### config.mk
export PLATFORM = sky130hd
export DESIGN_NAME = modn_updown_counter
export DESIGN_NICKNAME = d
export VERILOG_FILES = /design/src/rtl/modn_updown_counter.sv
export SDC_FILE = /design/constraint.sdc
export NUM_CORES = 1
export LEC_CHECK = 0
export ABC_AREA = 1
export CORE_AREA = 2 2 39 41
export DETAILED_ROUTE_END_ITERATION = 8
export DIE_AREA = 0 0 41 43
export GPL_TIMING_DRIVEN = 0
export PLACE_DENSITY_LB_ADDON = 0.12
export SLEW_MARGIN = 40
export SYNTH_ARGS = -nofsm -noshare
export SYNTH_HDL_FRONTEND = slang
export SYNTH_SLANG_ARGS = --single-unit
### constraint.sdc
create_clock -name clk -period 1.8 [get_ports clk]
set_clock_uncertainty 0.05 [all_clocks]
set_input_delay 0.27 -clock clk [delete_from_list [all_inputs] [get_ports clk]]
set_output_delay 0.27 -clock clk [all_outputs]
set_load 0.01 [all_outputs]
### src/rtl/modn_updown_counter.sv
// modn_updown_counter: synchronous mod-N up/down counter with enable, clear,
// clamped parallel load, registered wrap pulse and combinational at_term.
// Optional build macro MODN_COUNTER_SAT_EN selects saturating mode. In that
// mode wrap is never raised, and a registered sat output flags a step held
// at a limit.
module modn_updown_counter #(
   parameter int unsigned WIDTH   = 4,
   parameter int unsigned MODULUS = 16,
   parameter int unsigned RST_VAL = 0
) (
   input  logic             clk,
   input  logic             rst,
   input  logic             en,
   input  logic             up_dn,
   input  logic             clr,
   input  logic             load,
   input  logic [WIDTH-1:0] load_val,
   output logic [WIDTH-1:0] count,
   output logic             wrap,
`ifdef MODN_COUNTER_SAT_EN
   output logic             sat,
`endif
   output logic             at_term
);

   // Extended-width constants so MODULUS == 2**WIDTH compares without overflow
   localparam logic [WIDTH:0]   MOD_W  = (WIDTH+1)'(MODULUS);
   localparam logic [WIDTH:0]   TERM_W = (WIDTH+1)'(MODULUS - 1);
   localparam logic [WIDTH-1:0] TERM   = WIDTH'(MODULUS - 1);
   localparam logic [WIDTH-1:0] RST_V  = WIDTH'(RST_VAL);

   // Elaboration-time parameter legality checks
   if ((MODULUS < 2) || (64'(MODULUS) > (64'(1) << WIDTH))) begin : g_bad_modulus
      $error("modn_updown_counter: MODULUS must satisfy 2 <= MODULUS <= 2**WIDTH");
   end
   if (RST_VAL >= MODULUS) begin : g_bad_rst_val
      $error("modn_updown_counter: RST_VAL must be below MODULUS");
   end

   logic [WIDTH:0]   count_ext;
   logic [WIDTH-1:0] count_nxt;
   logic             wrap_nxt;
   logic             at_top;
   logic             at_zero;
`ifdef MODN_COUNTER_SAT_EN
   logic             sat_nxt;
`endif

   assign count_ext = {1'b0, count};
   assign at_top    = (count_ext == TERM_W);
   assign at_zero   = (count == '0);

   // Terminal value depends on the direction currently requested
   assign at_term = up_dn ? at_top : at_zero;

   // Next-state selection: clr > load > en; rst is applied in the register
   always_comb begin
      count_nxt = count;
      wrap_nxt  = 1'b0;
`ifdef MODN_COUNTER_SAT_EN
      sat_nxt   = 1'b0;
`endif
      if (clr) begin
         count_nxt = RST_V;
      end else if (load) begin
         count_nxt = ({1'b0, load_val} < MOD_W) ? load_val : TERM;
      end else if (en) begin
         if (up_dn) begin
            if (at_top) begin
`ifdef MODN_COUNTER_SAT_EN
               count_nxt = TERM;
               sat_nxt   = 1'b1;
`else
               count_nxt = '0;
               wrap_nxt  = 1'b1;
`endif
            end else begin
               count_nxt = count + WIDTH'(1);
            end
         end else begin
            if (at_zero) begin
`ifdef MODN_COUNTER_SAT_EN
               count_nxt = '0;
               sat_nxt   = 1'b1;
`else
               count_nxt = TERM;
               wrap_nxt  = 1'b1;
`endif
            end else begin
               count_nxt = count - WIDTH'(1);
            end
         end
      end
   end

   // Output registers with synchronous active-high reset
   always_ff @(posedge clk) begin
      if (rst) begin
         count <= RST_V;
         wrap  <= 1'b0;
`ifdef MODN_COUNTER_SAT_EN
         sat   <= 1'b0;
`endif
      end else begin
         count <= count_nxt;
         wrap  <= wrap_nxt;
`ifdef MODN_COUNTER_SAT_EN
         sat   <= sat_nxt;
`endif
      end
   end

endmodule

Yosys cells after proc, flatten, opt, wreduce, memory -nomap -nowiden
Cells that the tools add are included.
{"block": "word_totals", "register_bits": 5, "wordCells": 19, "in_bits": 10}
{"block": "classes", "addsub": 2, "bitwise_logic": 1, "eq_ne": 1, "reduce_logical": 4, "muxes": 9}
{"operator": "2-to-1 mux 4 bit", "n": 5}
{"operator": "adder 4 x 1 -> 4 bit (second input constant)", "n": 1}
{"operator": "== test 4 bit (second input constant)", "n": 1}
{"operator": "logical NOT 4 bit", "n": 1}
{"operator": "2-to-1 mux 1 bit", "n": 4}
{"operator": "OR reduction 4 bit", "n": 1}
{"operator": "subtractor 4 x 1 -> 4 bit (second input constant)", "n": 1}
{"operator": "nonzero test 2 bit", "n": 1}
{"operator": "OR reduction 2 bit", "n": 1}
{"operator": "inverter 1 bit", "n": 1}

Longest topological paths before layout
{"block": "logic_depth", "word_depth": 5, "mapped_depth": 8}

Worst setup path after synthesis
No wires, ideal clock.
{"block": "synth_path", "path_type": "register -> output", "start": "register count[0]", "end": "output at_term", "path_buffers": 0, "required_ps": 1480, "path_stages_with_launch": 7, "t_arrival_ps": 1010, "path_slack_ps": 470, "cell_sequence": "dfxtp_1 inv_1 ha_1 inv_1 nor2_1 nand2_1 nand2_1"}
{"block": "synth_via", "elab_chain_cells": 2, "word_cells_on_any_way": 3, "cone_classes": "eq/ne: 1; mux: 1; reduce/logical: 1"}
{"element": "start: declaration", "line_no": "18", "rtl": "output logic [WIDTH-1:0] count,"}
{"element": "start signal: assignment", "line_no": "105", "rtl": "count <= count_nxt;"}
{"element": "== test 4 bit or logical NOT 4 bit (tied branches)", "line_no": "50, 51"}
{"element": "2-to-1 mux 1 bit (*)", "line_no": "54", "rtl": "assign at_term = up_dn ? at_top : at_zero;"}
{"element": "end: declaration", "line_no": "23", "rtl": "output logic at_term"}
Mark *: on every way between the ends. The rest lies on a longest branch, timed or not.

Worst setup path after layout
{"block": "layout_path", "start": "register count[3]", "end": "output count[3]"}
No word-level cell between the ends.

==> run_results.csv <==
group,metric,value,unit
setup_path,startpoint_type,"flop",
pwr,p_leak,0.2622,nW
sta,timing.slew.headroom,76.48,%
floorplan,pin_count,16,
min_path,worstHoldPathType,"in2reg",
floorplan,floorplan.initialDensity,28.48,%
drt,drt-total-wl,885,um
setup_path,critical_path.slowest_cell,"clkdlybuf4s50_1",
clocking,max-clock-path-buffers,2,
pwr,net-switching-power,0.09607,mW
logic_synthesis,post_synth_instance_area,394.1,um2
sta,post-route-min-period,1611,ps
pwr,clock_power_share,38.2,%
logic_synthesis,synthFlopType,"dfxtp_1",
sta,finalHoldViolations,0,
sta,tns,0,ps
drt,vias_per_cell,4.553,
placed_design,post-dp-hpwl,685.1,um
pwr,power.share.sequential,35.6,%
logic_synthesis,postSynthNetCount,72,
floorplan,die_h,43,um
logic_synthesis,synth.avg_cell_area,6.569,um2
clocking,cts_root_buffer,"clkbuf_4",
setup_path,worst-endpoint-arrival,1290,ps
finish,finish.utilization,42.31,%
pwr,internal_power,0.2462,mW
clocking,clkSinkCount,5,
grt,overflow,0,
setup_path,worst_setup_path_end_kind,"output port",
logic_synthesis,yosys.area.top_type_share,25.40,%
grt,grt_pass1_wl,1559,um
logic_synthesis,synth-edff-count,0,
logic_synthesis,synthDominantAreaCellType,"dfxtp_1",
floorplan,placeableCoreArea,1384,um2
finish,areaGrowthSynthToFinish,48.57,%
logic_synthesis,asyncSetResetFlopFracSynth,0,%
finish,antenna_cells_inserted,0,
placed_design,io_buffers,14,
grt,pin_count_of_the_biggest_net_entering_global_routing,9,
grt,antenna_found_initial,0,
floorplan,placementRows,14,
sta,max_clock_freq,620.8,MHz
clocking,h-tree-depth,1,
pwr,report.power.total,0.3423,mW
logic_synthesis,synth_common_cells,"nand2_1 (15), inv_1 (9), nand3_1 (6)",
placed_design,place_congestion,0.7288,
placed_design,numPlacedInstances,90,
floorplan,die_outline_width,41,um
grt,gr-usage-all-layers,12.85,%
drt,drt_drc_violations_left,0,
drt,drt_iter0_drc,10,
clocking,clock_latency,240,ps
finish,final_cell_count_no_fill,94,
pwr,power.ir.vdd_worst,0.3933,mV
clocking,post_cts_resized,4,
placed_design,placement.setup.worst_slack,-46.84,ps
setup_path,worst_path_required,1480,ps
setup_path,slowest_delay,590,ps
pwr,power_switching_share,28.07,%
pwr,power.share.combinational,26.2,%
clocking,num_cts_buffers,3,
sta,report.final.setup_viol,0,
drt,detailedRoute.firstPassIterationCount,3,
clocking,cts.repair_timing.setup_buffer_count,0,
logic_synthesis,post_synth_main_area_contributors,"dfxtp_1 (25%), nand2_1 (14%), inv_1 (8.6%)",
sta,setup_ws,189.0,ps
logic_synthesis,synth_sequential_area_ratio,25.40,%
logic_synthesis,flip_flop_and_latch_count_after_synthesis,5,
clocking,clkSlewWorstSetupHoldPaths,40,ps
finish,layout_cell_share_with_drive_strength_beyond_1,17.95,%
finish,num-nets-final,91,
job,max_cap_violations,0,
floorplan,die_area,1763,um2
clocking,holdBufCountCts,0,
setup_path,r2r_slack,560,ps
setup_path,kind_of_critical_path,"reg2out",
clocking,tritoncts,"done",
setup_path,cpLargestDelayFamily,"buffers and inverters",
grt,first_global_vias,369,
drt,vias,428,
sta,tightest_slew,351.5,ps
logic_synthesis,synth.most_common_cell,"nand2_1",
logic_synthesis,synth.yosys.warnings,0,
drt,post_drt_wl_per_cell,9.415,um
drt,post_route_antenna_net_violation_count,0,
sta,finalCritPeriodShare,89.50,%
pwr,power-per-cell-area,584.5,nW/um2
run_status,status,"finished clean",
sta,final-max-slew-violation-count,0,
logic_synthesis,post_synth_inst_count,60,
setup_path,path_cells,"clkdlybuf4s50_1",
sta,rsz0062_at_grt,"no",
logic_synthesis,synth.lib_cells_used.distinct,18,
setup_path,crit_fanout,8,
setup_path,timing.critical_path.buf_inv,1,
-- state kept, by name, indices dropped and copies added (netlist names) --
signal	count
count	4
wrap	1
-- layout make-up --
class	count	area (um2)
fill	154	798.3
multi-input combinational	44	240.2
timing repair buffer	14	135.1
sequential	5	107.6
inverter	9	33.78
clock buffer	4	26.28
buffer	2	22.52
tap	16	20.02
-- cell usage in the layout (no fill, tap or decap), types with 3 or more instances in the layout --
master / count
nand2_1: 15
clkdlybuf4s50_1: 13
inv_1: 8
nand3_1: 6
nor2_1: 4
a21oi_1: 4
clkbuf_4: 3
dfxtp_1: 3
-- layer usage --
metal  global-route usage (%)  wire, um  vias up
met5                        0         0        -
met4                    2.000         0        0
met3                    6.283        36        0
met2                    18.13       420        9
met1                    17.68       428      187
li1                         -         -      232
-- logic make-up after synthesis --
logic type,after synthesis,synth area share (%)
AND/OR/NAND/NOR,31,34.61
buffers and inverters,11,14.28
AO/OA/AOI/OAI,9,14.92
flip-flops,5,25.40
XOR/XNOR,2,4.445
adder cells (fa/ha/maj),2,6.348
-- power by group through the flow --
stage	Combinational [mW]	Sequential, mW	Clock [mW]
global placement	0.0909	0.126	0
finish	0.0896	0.122	0.131
detailed placement	0.0912	0.125	0
global route	0.101	0.123	0.149
floorplan	0.0490	0.126	0
CTS	0.0901	0.124	0.138
-- stage by stage --
stage,hold WS [ps],cell area [um2]
finish,308.1,585.6
global placement,535.9,554.3
detailed placement,540.2,554.3
CTS,311.0,581.8
global route,316.0,585.6
floorplan,378.6,394.1
-- final timing paths --
path	startpoint	endpoint	depth (start not counted)
max	count[3]	count[3]	1
min	up_dn	count[1]	4
max reg2reg	count[0]	count[3]	8
min reg2reg	count[1]	count[1]	2
(Power assumes the default switching activity.)
